===== src/rtl/divider_array_scheduler.sv =====
// Round-robin scheduler in front of one shared combinational 16/8 array divider.
// Holds operands for SETTLE cycles, samples q/r and returns a tagged response; dz/ovf bypass the divider.
module divider_array_scheduler #(
  parameter int NREQ   = 4,
  parameter int SETTLE = 3,
  localparam int IDW   = $clog2(NREQ)
) (
  input  logic                 clk,
  input  logic                 rst_n,
  input  logic [NREQ-1:0]      req_valid,
  output logic [NREQ-1:0]      req_ready,
  input  logic [16*NREQ-1:0]   req_n,
  input  logic [8*NREQ-1:0]    req_d,
  output logic [15:0]          div_n,
  output logic [7:0]           div_d,
  input  logic [7:0]           div_q,
  input  logic [7:0]           div_r,
  output logic                 rsp_valid,
  input  logic                 rsp_ready,
  output logic [IDW-1:0]       rsp_id,
  output logic [7:0]           rsp_q,
  output logic [7:0]           rsp_r,
  output logic                 rsp_dz,
  output logic                 rsp_ovf
);

  localparam int CW = (SETTLE > 1) ? $clog2(SETTLE) : 1;

  typedef enum logic [1:0] {S_IDLE, S_SETTLE, S_RESP} state_t;

  state_t          state, state_nxt;
  logic [IDW-1:0]  ptr;
  logic [IDW-1:0]  grant;
  logic            grant_vld;
  logic [CW-1:0]   cnt;
  logic [15:0]     n_arr [NREQ];
  logic [7:0]      d_arr [NREQ];
  logic [15:0]     sel_n;
  logic [7:0]      sel_d;
  logic            sel_dz;
  logic            sel_ovf;
  logic            accept;

  for (genvar i = 0; i < NREQ; i++) begin : g_unpack
    assign n_arr[i] = req_n[16*i+15:16*i];
    assign d_arr[i] = req_d[8*i+7:8*i];
  end

  // First valid requester at or after ptr, wrapping modulo NREQ.
  always_comb begin
    int s;
    logic [IDW-1:0] idx;
    s         = 0;
    idx       = '0;
    grant_vld = 1'b0;
    grant     = '0;
    for (int k = 0; k < NREQ; k++) begin
      s = int'(ptr) + k;
      if (s >= NREQ) s = s - NREQ;
      idx = IDW'(s);
      if (!grant_vld && req_valid[idx]) begin
        grant_vld = 1'b1;
        grant     = idx;
      end
    end
  end

  assign sel_n     = n_arr[grant];
  assign sel_d     = d_arr[grant];
  assign sel_dz    = (sel_d == 8'd0);
  assign sel_ovf   = !sel_dz && (sel_n[15:8] >= sel_d);
  assign accept    = rst_n && (state == S_IDLE) && grant_vld;
  assign req_ready = accept ? (NREQ'(1) << grant) : '0;
  assign rsp_valid = (state == S_RESP);

  always_comb begin
    state_nxt = state;
    case (state)
      S_IDLE:   if (accept) state_nxt = (sel_dz || sel_ovf) ? S_RESP : S_SETTLE;
      S_SETTLE: if (cnt == '0) state_nxt = S_RESP;
      S_RESP:   if (rsp_ready) state_nxt = S_IDLE;
      default:  state_nxt = S_IDLE;
    endcase
  end

  always_ff @(posedge clk) begin
    if (!rst_n) state <= S_IDLE;
    else        state <= state_nxt;
  end

  // Operand and response registers; div_n/div_d only change on acceptance.
  always_ff @(posedge clk) begin
    if (!rst_n) begin
      ptr     <= '0;
      cnt     <= '0;
      div_n   <= '0;
      div_d   <= '0;
      rsp_id  <= '0;
      rsp_q   <= '0;
      rsp_r   <= '0;
      rsp_dz  <= 1'b0;
      rsp_ovf <= 1'b0;
    end else begin
      if (accept) begin
        div_n   <= sel_n;
        div_d   <= sel_d;
        rsp_id  <= grant;
        rsp_dz  <= sel_dz;
        rsp_ovf <= sel_ovf;
        if (sel_dz || sel_ovf) begin
          rsp_q <= 8'hFF;
          rsp_r <= sel_n[7:0];
        end else begin
          cnt <= CW'(SETTLE - 1);
        end
      end
      if (state == S_SETTLE) begin
        if (cnt == '0) begin
          rsp_q   <= div_q;
          rsp_r   <= div_r;
          rsp_dz  <= 1'b0;
          rsp_ovf <= 1'b0;
        end else begin
          cnt <= cnt - 1'b1;
        end
      end
      if ((state == S_RESP) && rsp_ready)
        ptr <= (rsp_id == IDW'(NREQ - 1)) ? '0 : rsp_id + 1'b1;
    end
  end

endmodule

===== config.mk =====
export PLATFORM = sky130hd
export DESIGN_NAME = divider_array_scheduler
export DESIGN_NICKNAME = d
export VERILOG_FILES = /design/src/rtl/divider_array_scheduler.sv
export SDC_FILE = /design/constraint.sdc
export NUM_CORES = 1
export LEC_CHECK = 0
export CAP_MARGIN = 10
export CELL_PAD_IN_SITES_DETAIL_PLACEMENT = 0
export CELL_PAD_IN_SITES_GLOBAL_PLACEMENT = 1
export CORE_MARGIN = 3
export CORE_UTILIZATION = 24
export CTS_BUF_LIST = sky130_fd_sc_hd__clkbuf_8 sky130_fd_sc_hd__clkbuf_16
export CTS_CLUSTER_DIAMETER = 150
export DETAILED_ROUTE_END_ITERATION = 10
export PLACE_DENSITY_LB_ADDON = 0.08
export SLEW_MARGIN = 20
export SYNTH_ARGS = -nofsm -noshare
export SYNTH_HDL_FRONTEND = slang
export SYNTH_SLANG_ARGS = --single-unit

===== constraint.sdc =====
create_clock -name clk -period 4.32 [get_ports clk]
set_clock_uncertainty 0.15 [all_clocks]
set_input_delay 0.864 -clock clk [delete_from_list [all_inputs] [get_ports clk]]
set_output_delay 0.864 -clock clk [all_outputs]
set_load 0.05 [all_outputs]

# --- Word level (Yosys, flattened, before mapping) ---
# Index checks and enable logic that the tools add are counted.
op_classes:
  addsub: 9
  mul: 0
  div_mod_pow: 0
  magnitude_cmp: 10
  n_eq_ne: 6
  shifts: 1
  n_mux: 51
  bitwise_logic: 1
  n_reduce_logical: 16
op_table:
  columns: ["cell", "n"]
  rows:
  - ["8-bit two-way mux", 10]
  - ["2-bit two-way mux", 17]
  - ["16-bit binary-select mux with 2-bit select", 1]
  - ["16-bit two-way mux", 2]
  - ["8-bit binary-select mux with 2-bit select", 1]
  - ["1-bit two-way mux", 14]
  - ["3-bit >= comparator, second input constant", 4]
  - ["2-bit by 3-bit less-than comparator with 1-bit output, second input constant", 4]
  - ["2-bit by 1-bit subtractor with 2-bit output, second input constant", 5]
  - ["1-bit binary-select mux with 2-bit select", 4]
  - ["8-bit >= comparator", 1]
  - ["8-bit logical NOT", 1]
  - ["1-bit logical AND", 7]
  - ["2-bit by 2-bit adder with 3-bit output, second input constant", 2]
  - ["2-bit case mux with 3 select lines", 1]
  - ["2-bit == test, second input constant", 2]
  - ["1-bit logical NOT", 4]
  - ["2-bit logical NOT", 2]
  - ["4-bit two-way mux", 1]
  - ["2-bit != test, second input constant", 2]
  - ["1-bit by 2-bit left shift with 4-bit output, first input constant", 1]
  - ["2-bit by 1-bit adder with 3-bit output, second input constant", 1]
  - ["2-bit by 3-bit >= comparator with 1-bit output, second input constant", 1]
  - ["2-bit NOT with 3-bit output", 1]
  - ["5 further kinds", 5]
word_totals:
  register_bits: 50
  latchBits: 0
  mem_bits_rw: 0
  mem_bits_ro: 0
  output_inout_bits: 49
  n_memories: 0

# --- Logic depth before layout (Yosys ltp) ---
# Gate-level depths: netlist of run 1.
depth:
  ltp_word: 26
  mapped_depth: 20
  mapped_depth_nobuf: 15

# --- Least setup slack after synthesis of run 1 ---
# No wires, ideal clock.
synth_timing:
  kind: "in2reg"
  start: "in req_valid[0]"
  end: "reg rsp_ovf"
  arrival_time_ps: 4263
  required_time_ps: 4055
  slack_ps: -208
  cell_stages: 20
  path_buffers: 5
  cell_sequence: "nor2b_1 > o21bai_1 > and2_4 > buf_6 > buf_2 > clkbuf_1 > clkbuf_1 > nand2_1 > nand3_1 > nand2_1 > ha_1 > nand2b_1 > a21o_1 > a21o_1 > a211oi_1 > o21a_1 > or2_2 > buf_1 > o31ai_1 > and3_1"
synth_via:
  elab_chain_len: 22
synth_rtl:
  columns: ["item", "line_no", "source"]
  rows:
  - ["from (decl)", "10", "input logic [NREQ-1:0] req_valid,"]
  - ["branches (longest 19 deep; another with 1-bit binary-select mux with 2-bit select)", null, null]
  - ["1-bit two-way mux (*)", "104", "if (accept) begin"]
  - ["1-bit two-way mux", "118", "if (cnt == '0) begin"]
  - ["1-bit two-way mux (*)", "117", "if (state == S_SETTLE) begin"]
  - ["to (signal assigned)", "109", "rsp_ovf <= sel_ovf;"]
  - ["to (decl)", "24", "output logic rsp_ovf"]
# Every way passes the cells marked *. The select of a mux whose other input is x is not followed.
# A chain may end at the register's enable or synchronous reset.

# --- Final worst setup path of run 1 ---
layout_timing:
  start: "in req_valid[0]"
  end: "reg state[1]"
layout_rtl:
  columns: ["item", "line_no", "source"]
  rows:
  - ["1-bit binary-select mux with 2-bit select", "61", "if (!grant_vld && req_valid[idx]) begin"]
  - ["1-bit two-way mux (implied by the code)", "61", null]
  - ["1-bit two-way mux", "61", null]
  - ["1-bit logical NOT", "61", null]
  - ["1-bit logical AND", "61", null]
  - ["1-bit two-way mux", "61", null]
  - ["1-bit logical NOT", "61", null]
  - ["1-bit logical AND", "61", null]
  - ["[... 5 more ...]", null, null]
  - ["16-bit binary-select mux with 2-bit select (*)", "68", "assign sel_n = n_arr[grant];"]
  - ["16-bit two-way mux (implied by the code) (*) (2 in series)", "68", null]
  - ["net sel_n[10]", "38", "logic [15:0] sel_n;"]
  - ["8-bit >= comparator (*)", "71", "assign sel_ovf = !sel_dz && (sel_n[15:8] >= sel_d);"]
  - ["1-bit logical AND (*)", "71", null]
  - ["1-bit logical OR (*)", "79", "S_IDLE: if (accept) state_nxt = (sel_dz || sel_ovf) ? S_RESP : S_SETTLE;"]
  - ["2-bit two-way mux (*) (2 in series)", "79", null]
  - ["2-bit case mux with 3 select lines (*)", "78", "case (state)"]
  - ["to (signal assigned)", "88", "else state <= state_nxt;"]
  - ["to (decl)", "31", "state_t state, state_nxt;"]
# Mark *: on every way through the listed nets, which the timed path passes. The rest lies on a longest branch. The select of a mux whose other input is x is not followed.

==> results.json, run 1 <==
{
  "timing.rr.start": "ptr[1]$_SDFFE_PN0P_",
  "end_kind": "register",
  "worstPathRequired_ns": 4.34,
  "cp-startpoint": "req_valid[0]",
  "r2r-end": "state[1]$_SDFFE_PN0P_",
  "hpwlAfterDp_mm": 9.161,
  "power_switching_uw": 1259,
  "drt_iter0_drc": 80,
  "synth_nets": 527,
  "area_growth_pct": 71.04,
  "synthFlopType": "dfxtp_1",
  "internal_power_uw": 1462,
  "p_seq_share_pct": 25.8,
  "syn_area_per_cell_um2": 7.818,
  "arrival_ns": 4.02,
  "initial_core_util_pct": 24.62,
  "worst-path-max-fanout": 17,
  "overflow": 0,
  "dpl_cell_area_um2": 5162,
  "dieArea_um2": 14400,
  "fin_crit_sh_pct": 92.64,
  "dieWidth_um": 120.0,
  "pwr-share-clk_pct": 14.8,
  "grt_pass1_vias": 3667,
  "synth_commonest_cells": "nand2_1 (57), dfxtp_1 (50), o21ai_0 (36), a211oi_1 (23), nor2_1 (22)",
  "r2r_slack_ns": 0.97,
  "cts.sinks": 50,
  "clkLatencyLatePin_ns": 0.29,
  "routed_wl_mm": 11.36,
  "outcome": "finished, final reports clean",
  "peakVddDrop_v": 0.0001983,
  "clkSlewWorstSetupHoldPaths_ns": 0.07,
  "final_nets": 704,
  "num_antenna_cells": 0,
  "hold_violations": 0,
  "clk_path_buf_depth": 2,
  "wl_per_cell_um": 15.17,
  "core_um2": 12670,
  "route.detailed.drc": 0,
  "finalSetupViolations": 0,
  "post-synth-top-count-cell": "nand2_1",
  "post-route-util_pct": 42.11,
  "crit_path_start_kind": "input pin",
  "yosys-top-cells-area": "dfxtp_1 (32%), nand2_1 (6.9%), o21ai_0 (5.8%)",
  "drtPass1Iterations": 4,
  "grt_pass1_wl_mm": 18.67,
  "slew_violations": 0,
  "io_pins": 168,
  "p_sw_share_pct": 46.26,
  "ys_seq_elements": 50,
  "tritoncts": "yes",
  "synth-seq-area-share_pct": 32.09,
  "period_needed_ns": 4.002,
  "criticalPathCategory": "in -> reg",
  "grt_usage_pct": 15.99,
  "filler_cell_count": 1303,
  "cts_buffers": 5,
  "finalPower_uw": 2721,
  "drt.antenna.violating_nets": 0,
  "clock.fmax_mhz": 249.9,
  "cts_root_buf": "clkbuf_16",
  "tightestPinTransition_ns": 0.6465,
  "vias": 3425,
  "ys.warnings.count": 0,
  "max_slew_margin_pct": 56.76,
  "synth_cells": 399,
  "drive_gt1_share_pct": 14.04,
  "vias_per_cell": 4.573,
  "powerDensity_nw_per_um2": 509.9,
  "pwr-share-comb_pct": 59.5,
  "leakagePower_uw": 0.002157,
  "design_area_um2": 5335,
  "cts.htree.levels": 2,
  "synth_edf_count": 0,
  "antenna_found_initial": 0,
  "port_buffers": 167,
  "rsz0062_at_grt": "false",
  "rows": 41,
  "synth_top_area_cell": "dfxtp_1",
  "synth_top_area_share_pct": 32.09,
  "die_h_um": 120.0,
  "cp-endpoint": "state[1]$_SDFFE_PN0P_",
  "gp_congestion": 0.7513,
  "synth_cell_types": 39,
  "r2r_cells": 16,
  "hp-class": "reg -> reg",
  "cap_violations": 0,
  "syn_area_um2": 3119,
  "async_flop_share_pct": 0,
  "grt_max_degree": 54
}
[final cells by class]
class,count,area (um2),share of cell area (%)
tap,172,215.2,4.034
sequential,50,1001,18.76
timing repair buffer,201,1962,36.77
inverter,2,7.507,0.1407
clock inverter,3,25.02,0.4690
multi-input combinational,316,1999,37.48
clock buffer,5,125.1,2.345
[how the worst min path moves through the flow]
| stage | start | end | slack (ns) | depth (start not counted) |
|---|---|---|---|---|
| floorplan | register | register | 0.33 | 2 |
| global placement | div_d[7]$_SDFFE_PN0P_ | div_d[7]$_SDFFE_PN0P_ | 0.31 | 2 |
| detailed placement | div_d[2]$_SDFFE_PN0P_ | div_d[2]$_SDFFE_PN0P_ | 0.31 | 2 |
| CTS | div_d[2]$_SDFFE_PN0P_ | div_d[2]$_SDFFE_PN0P_ | 0.33 | 2 |
| global route | div_d[6]$_SDFFE_PN0P_ | div_d[6]$_SDFFE_PN0P_ | 0.36 | 2 |
| finish | div_d[1]$_SDFFE_PN0P_ | div_d[1]$_SDFFE_PN0P_ | 0.33 | 2 |
[per-stage QoR]
step / worst slack, ns / TNS [ns] / cells / hold WS (ns)
floorplan: -0.01352 / -0.02704 / 399 / 0.3312
global placement: -0.1403 / -2.522 / 741 / 0.3060
detailed placement: -0.1828 / -3.311 / 741 / 0.3139
CTS: 0.1122 / 0 / 749 / 0.3297
global route: 0.01297 / 0 / 749 / 0.3626
finish: 0.3180 / 0 / 749 / 0.3266
[cell usage in the layout, fill, tap and decap left out, types with 16 or more instances in the layout]
cell type / n
mux2i_1: 17
a21boi_0: 17
and3_1: 17
dfxtp_1: 50
nor2_1: 22
a21oi_1: 19
o21ai_0: 36
a211oi_1: 21
clkdlybuf4s50_1: 162
buf_4: 34
nand2_1: 57
nand3_1: 16
[worst max-delay path: stages]
cell,delay (ns)
clkdlybuf4s50_1,0.47
buf_4,0.11
nor2b_1,0.15
o21bai_2,0.09
nand2_1,0.29
buf_4,0.25
nand2_1,0.06
and3_1,0.15
a31oi_1,0.26
ha_1,0.30
a21o_1,0.16
a211oi_2,0.21
o21a_1,0.16
nor2_1,0.07
o21ai_2,0.16
buf_12,0.17
nand3_1,0.08
[timing repair]
| item | 4_1_cts | 5_1_grt |
|---|---|---|
| gates resized for setup | 0 | 4 |
| hold buffers | 0 | 0 |
| buffers inserted | 0 | 0 |
| endpoints found under the setup margin | 0 | 21 |
[metal layers]
metal	track usage, %	vias to the layer above	share of wire [%]
li1	-	1785	-
met1	19.22	1533	42
met2	28.59	99	50
met3	4.336	8	6.8
met4	3.150	0	1.2
met5	0	-	0
[power by group through the flow]
stage / clock, uW / sequential, uW / combinational [uW]
2_1_floorplan: 0 / 1170 / 552
3_3_place_gp: 0 / 707 / 1620
3_5_place_dp: 0 / 711 / 1630
4_1_cts: 417 / 703 / 1630
5_1_grt: 435 / 722 / 1750
6_report: 402 / 701 / 1620
[kinds of logic (layout without fill, tap and decap cells)]
logic type	count (synthesis)	count (layout)	synth area share, %
compound gates	126	126	26.23
fa+ha+maj	9	9	3.610
buf+inv	33	211	5.175
flops	50	50	32.09
mux	25	25	8.343
simple gates	156	156	24.55
[flip-flops by register name (all words and copies together), names as in the netlist, named ones only]
signal	cells
div_n	16
div_d	8
rsp_q	8
rsp_r	8
ptr	2
rsp_id	2
state	2
cnt	1
rsp_dz	1
rsp_ovf	1
(Power assumes the default switching activity.)
==> inputs of run 2 (changes only) <==
--- a/config.mk
+++ b/config.mk
@@ -8,11 +8,13 @@
 export CAP_MARGIN = 10
 export CELL_PAD_IN_SITES_DETAIL_PLACEMENT = 0
 export CELL_PAD_IN_SITES_GLOBAL_PLACEMENT = 1
+export CORE_ASPECT_RATIO = 1.4
 export CORE_MARGIN = 3
 export CORE_UTILIZATION = 24
 export CTS_BUF_LIST = sky130_fd_sc_hd__clkbuf_8 sky130_fd_sc_hd__clkbuf_16
 export CTS_CLUSTER_DIAMETER = 150
 export DETAILED_ROUTE_END_ITERATION = 10
+export GPL_TIMING_DRIVEN = 0
 export PLACE_DENSITY_LB_ADDON = 0.08
 export SLEW_MARGIN = 20
 export SYNTH_ARGS = -nofsm -noshare
==> results.json, run 2 (synthesis gave the netlist of run 1 again) <==
{
  "outcome": "finished, final reports clean",
  "largest-register": "div_n",
  "initial_core_util_pct": 24.97,
  "grt_pass1_vias": 3665,
  "clkLatencyLatePin_ns": 0.29,
  "criticalPathCategory": "in -> reg",
  "slew_violations": 0,
  "max_slew_margin_pct": 41.10,
  "die_h_um": 140.9,
  "hold_depth": 2,
  "end_kind": "register",
  "dpl_cell_area_um2": 4975,
  "routed_wl_mm": 12.19,
  "route.detailed.drc": 0,
  "dieWidth_um": 102.4,
  "r2r_slack_ns": 0.61,
  "powerDensity_nw_per_um2": 512.6,
  "post-route-util_pct": 42.97,
  "rsz0062_at_grt": "false",
  "final_nets": 707,
  "finalSetupViolations": 0,
  "antenna_found_initial": 1,
  "port_buffers": 166,
  "filler_cell_count": 1325,
  "tightestPinTransition_ns": 0.8767,
  "vias": 3515,
  "hold_violations": 0,
  "cap_violations": 0,
  "dp_cells": 715,
  "hpwlAfterDp_mm": 10.01,
  "slowest_delay_ns": 0.28,
  "timing.rr.start": "ptr[1]$_SDFFE_PN0P_",
  "cp_slowest_cell": "ha_1",
  "r2r_cells": 17,
  "arrival_ns": 4.18,
  "clkSlewWorstSetupHoldPaths_ns": 0.06,
  "cts_buffers": 5,
  "cts.htree.levels": 2,
  "rows": 48,
  "cp-startpoint": "req_valid[0]",
  "grt_max_degree": 20,
  "drtPass1Iterations": 4,
  "dieArea_um2": 14420,
  "period_needed_ns": 4.147,
  "drt_iter0_drc": 62,
  "vias_per_cell": 4.815,
  "peakVddDrop_v": 0.0001744,
  "final_cells": 730,
  "hp-class": "reg -> reg",
  "clk_path_buf_depth": 2,
  "worst-path-max-fanout": 10,
  "grt_usage_pct": 16.94,
  "fin_crit_sh_pct": 96.00,
  "hold_start": "div_n[5]$_SDFFE_PN0P_",
  "overflow": 0,
  "final_common_cell": "clkdlybuf4s50_1",
  "num_antenna_cells": 0,
  "wl_per_cell_um": 16.69,
  "area_growth_pct": 72.08,
  "io_pins": 168,
  "crit_path_start_kind": "input pin",
  "fin_hold_ws_ns": 0.3265,
  "drt.antenna.violating_nets": 0,
  "worstPathRequired_ns": 4.35,
  "design_area_um2": 5368,
  "largest_reg_flops": 16,
  "r2r-end": "state[1]$_SDFFE_PN0P_",
  "clock.fmax_mhz": 241.1,
  "path_cells": "dlygate4sd2_1 > nor2b_2 > o21bai_4 > and2_4 > buf_6 > buf_12 > clkbuf_16 > clkbuf_8 > nand2_1 > nand3_1 > nand2_2 > ha_1 > nand2b_1 > a21o_1 > a21o_1 > a211oi_2 > o21a_1 > nor2_2 > o21ai_4 > buf_6 > nand3_1",
  "drive_gt1_share_pct": 12.59,
  "hold_path_end": "div_n[5]$_SDFFE_PN0P_",
  "tritoncts": "yes",
  "leakagePower_uw": 0.002179,
  "core_um2": 12490,
  "cts.sinks": 50,
  "cts_root_buf": "clkbuf_16",
  "final_cell_mix": "clkdlybuf4s50_1 (158), nand2_1 (55), dfxtp_1 (50), o21ai_0 (36), nor2_1 (21)",
  "grt_pass1_wl_mm": 18.99,
  "gp_congestion": 0.7913
}
[run 2: cell types whose count changed in the layout (fill, tap and decap cells not counted), sizes merged]
cell,previous run,this run
clkdlybuf4s50,162,158
clkinvlp,1,0
buf,39,18
dlymetal6s2s,0,1
dlygate4sd2,0,5
clkbuf,5,28
[run 2: timing repair]
item / 4_1_cts / 5_1_grt
buffers inserted: 9 / 0
gates resized for setup: 43 / 11
pin swaps: 5 / 3
endpoints found under the setup margin: 25 / 21
cloned: 1 / 0
hold buffers: 0 / 0
[run 2: report_power, final]
| part | switching (uW) | internal [uW] | total, uW |
|---|---|---|---|
| clock | 173 | 228 | 400 |
| sequential | 79.8 | 613 | 692 |
| combinational | 1020 | 641 | 1660 |
| total | 1270 | 1480 | 2750 |
[run 2: worst max-delay path by stage]
| stage | endpoint | slack [ns] | cells past startpoint |
|---|---|---|---|
| final | state[1]$_SDFFE_PN0P_ | 0.17 | 21 |
| after global routing | rsp_r[3]$_SDFF_PN0_ | 0.0004 | 21 |
| after CTS | state[1]$_SDFFE_PN0P_ | 0.02 | 20 |
| after global placement | rsp_r[5]$_SDFF_PN0_ | -1.40 | 21 |
| after detailed placement | state[1]$_SDFFE_PN0P_ | -1.38 | 21 |
| after floorplan | req_ready[1] | -0.01 | 8 |
[run 2: per-layer routing]
| metal | up-vias | share of wire, % | global-route usage [%] |
|---|---|---|---|
| met1 | 1606 | 39 | 18.76 |
| met3 | 13 | 6.1 | 4.208 |
| li1 | 1791 | - | - |
| met2 | 103 | 53 | 31.38 |
| met4 | 2 | 2.1 | 4.630 |
| met5 | - | 0.057 | 0 |
[run 2: per-stage QoR]
stage | TNS (ns) | power, uW | setup WS, ns
after floorplan | -0.02704 | 1722 | -0.01352
after global placement | -31.05 | 2299 | -1.403
after detailed placement | -30.99 | 2308 | -1.383
after CTS | 0 | 2787 | 0.01793
after global routing | 0 | 2928 | 0.0003730
final | 0 | 2752 | 0.1728
[run 2: cell type report]
class / count / area, um2 / share of cell area (%)
buffer: 28 / 231.5 / 4.312
clock buffer: 6 / 138.9 / 2.587
clock inverter: 2 / 8.758 / 0.1632
inverter: 2 / 7.507 / 0.1399
multi-input combinational: 316 / 2053 / 38.25
sequential: 50 / 1001 / 18.65
tap: 150 / 187.7 / 3.497
timing repair buffer: 176 / 1739 / 32.40
[run 2: critical path, delay by kind of cell]
kind,cells,cell delay [ns]
AOI/OAI and AO/OA,6,1.18
buffers and inverters,6,1.01
adders and majority gates,1,0.28
and+or+nand+nor,8,0.82
==> inputs of run 3 (changes only) <==
--- a/config.mk
+++ b/config.mk
@@ -5,7 +5,7 @@
 export SDC_FILE = /design/constraint.sdc
 export NUM_CORES = 1
 export LEC_CHECK = 0
-export CAP_MARGIN = 10
+export CAP_MARGIN = 20
 export CELL_PAD_IN_SITES_DETAIL_PLACEMENT = 0
 export CELL_PAD_IN_SITES_GLOBAL_PLACEMENT = 1
 export CORE_ASPECT_RATIO = 1.4
@@ -14,8 +14,9 @@
 export CTS_BUF_LIST = sky130_fd_sc_hd__clkbuf_8 sky130_fd_sc_hd__clkbuf_16
 export CTS_CLUSTER_DIAMETER = 150
 export DETAILED_ROUTE_END_ITERATION = 10
-export GPL_TIMING_DRIVEN = 0
+export GPL_TIMING_DRIVEN = 1
 export PLACE_DENSITY_LB_ADDON = 0.08
+export REMOVE_ABC_BUFFERS = 1
 export SLEW_MARGIN = 20
 export SYNTH_ARGS = -nofsm -noshare
 export SYNTH_HDL_FRONTEND = slang
==> results.json, run 3 (synthesis gave the netlist of run 1 again) <==
{
  "crit_path_start_kind": "input pin",
  "drt.antenna.violating_nets": 0,
  "wl_per_cell_um": 16.67,
  "leakagePower_uw": 0.002222,
  "core_um2": 12490,
  "clock.fmax_mhz": 244.6,
  "largest-register": "div_n",
  "clkSlewWorstSetupHoldPaths_ns": 0.07,
  "tritoncts": "yes",
  "port_buffers": 167,
  "io_pins": 168,
  "tightestPinTransition_ns": 0.7906,
  "num_antenna_cells": 0,
  "setup-tns-final_ns": 0,
  "cap_violations": 0,
  "max_slew_margin_pct": 47.29,
  "route.detailed.drc": 0,
  "hold_depth": 2,
  "final_nets": 714,
  "post_cts_buffers": 0,
  "cts.sinks": 50,
  "r2r_cells": 15,
  "grt_max_degree": 54,
  "grt_usage_pct": 16.90,
  "hold_violations": 0,
  "hold_buffers": 0,
  "gp_congestion": 0.8250,
  "drt_iter0_drc": 98,
  "cts_buffers": 5,
  "clkLatencyLatePin_ns": 0.29,
  "hp-class": "reg -> reg",
  "fin_hold_ws_ns": 0.3264,
  "end_kind": "register",
  "period_needed_ns": 4.088,
  "clk_path_buf_depth": 2,
  "slew_violations": 0,
  "routed_wl_mm": 12.29,
  "vias": 3518,
  "cts.repair.resized": 0,
  "cts_root_buf": "clkbuf_16",
  "arrival_ns": 4.11,
  "overflow": 0,
  "worstPathRequired_ns": 4.35,
  "grt_pass1_wl_mm": 19.31,
  "rows": 48,
  "die_h_um": 140.9,
  "area_growth_pct": 74.29,
  "drtPass1Iterations": 4,
  "grt_pass1_vias": 3760,
  "antenna_found_initial": 1,
  "finalSetupViolations": 0,
  "cts.htree.levels": 2,
  "worst-path-max-fanout": 17,
  "powerDensity_nw_per_um2": 510.1,
  "finalPower_uw": 2773,
  "fin_crit_sh_pct": 94.64,
  "largest_reg_flops": 16,
  "hpwlAfterDp_mm": 9.418,
  "dp_slack_ns": -0.2803,
  "initial_core_util_pct": 24.97,
  "dieWidth_um": 102.4,
  "final_common_cell": "clkdlybuf4s50_1",
  "dieArea_um2": 14420,
  "outcome": "finished, final reports clean",
  "vias_per_cell": 4.773,
  "peakVddDrop_v": 0.0002953,
  "criticalPathCategory": "in -> reg",
  "filler_cell_count": 1309,
  "final_cell_mix": "clkdlybuf4s50_1 (162), nand2_1 (57), dfxtp_1 (50), buf_4 (39), o21ai_0 (36)",
  "drive_gt1_share_pct": 15.84,
  "setup_ws_ns": 0.2317
}
[run 3: where the power goes]
part | total [uW] | leakage [uW] | internal (uW) | switching, uW
Sequential | 699 | 0.000412 | 613 | 86.0
Combinational | 1670 | 0.00174 | 658 | 1010
Clock | 402 | 0.0000664 | 217 | 185
[run 3: per-stage QoR]
step                area (um2)  instances  utilization (%)
global placement          5224        728            41.82
finish                    5436        737            43.52
CTS                       5373        736            43.01
global route              5436        737            43.52
detailed placement        5224        728            41.82
floorplan                 2965        368                -
[run 3: routing by layer]
layer	wire, um	up-vias	track usage [%]
met4	238	2	4.216
li1	-	1813	-
met3	820	19	4.109
met1	4960	1571	19.32
met5	20	-	0
met2	6246	113	30.90
[run 3: final cells by class]
class | count | area, um2 | share of cell area, %
repair buffers | 210 | 2066 | 38.00
inverters | 2 | 7.507 | 0.1381
clock inverters | 3 | 23.77 | 0.4373
well taps | 150 | 187.7 | 3.452
flip-flops and latches | 50 | 1001 | 18.41
multi-input cells | 317 | 2026 | 37.26
clock buffers | 5 | 125.1 | 2.301
[run 3: worst max-delay path: stages]
cell and delay, ns:
clkdlybuf4s50_1 0.45, and2_4 0.18, and2_4 0.15, buf_4 0.12, nor3_2 0.21, buf_4 0.20
buf_4 0.16, a211oi_1 0.07, or2_2 0.32, ha_1 0.28, or2_2 0.29, a21oi_1 0.28
nor2_1 0.11, o21ai_2 0.17, buf_12 0.17, a211oi_1 0.08
[run 3: path summary, 6_finish.rpt]
check / startpoint / to / slack (ns)
setup / recovery: req_valid[0] / rsp_r[2]$_SDFF_PN0_ / 0.23
setup reg to reg: ptr[1]$_SDFFE_PN0P_ / rsp_r[2]$_SDFF_PN0_ / 0.84
hold / removal: div_d[5]$_SDFFE_PN0P_ / div_d[5]$_SDFFE_PN0P_ / 0.33
hold reg to reg: div_d[5]$_SDFFE_PN0P_ / div_d[5]$_SDFFE_PN0P_ / 0.33
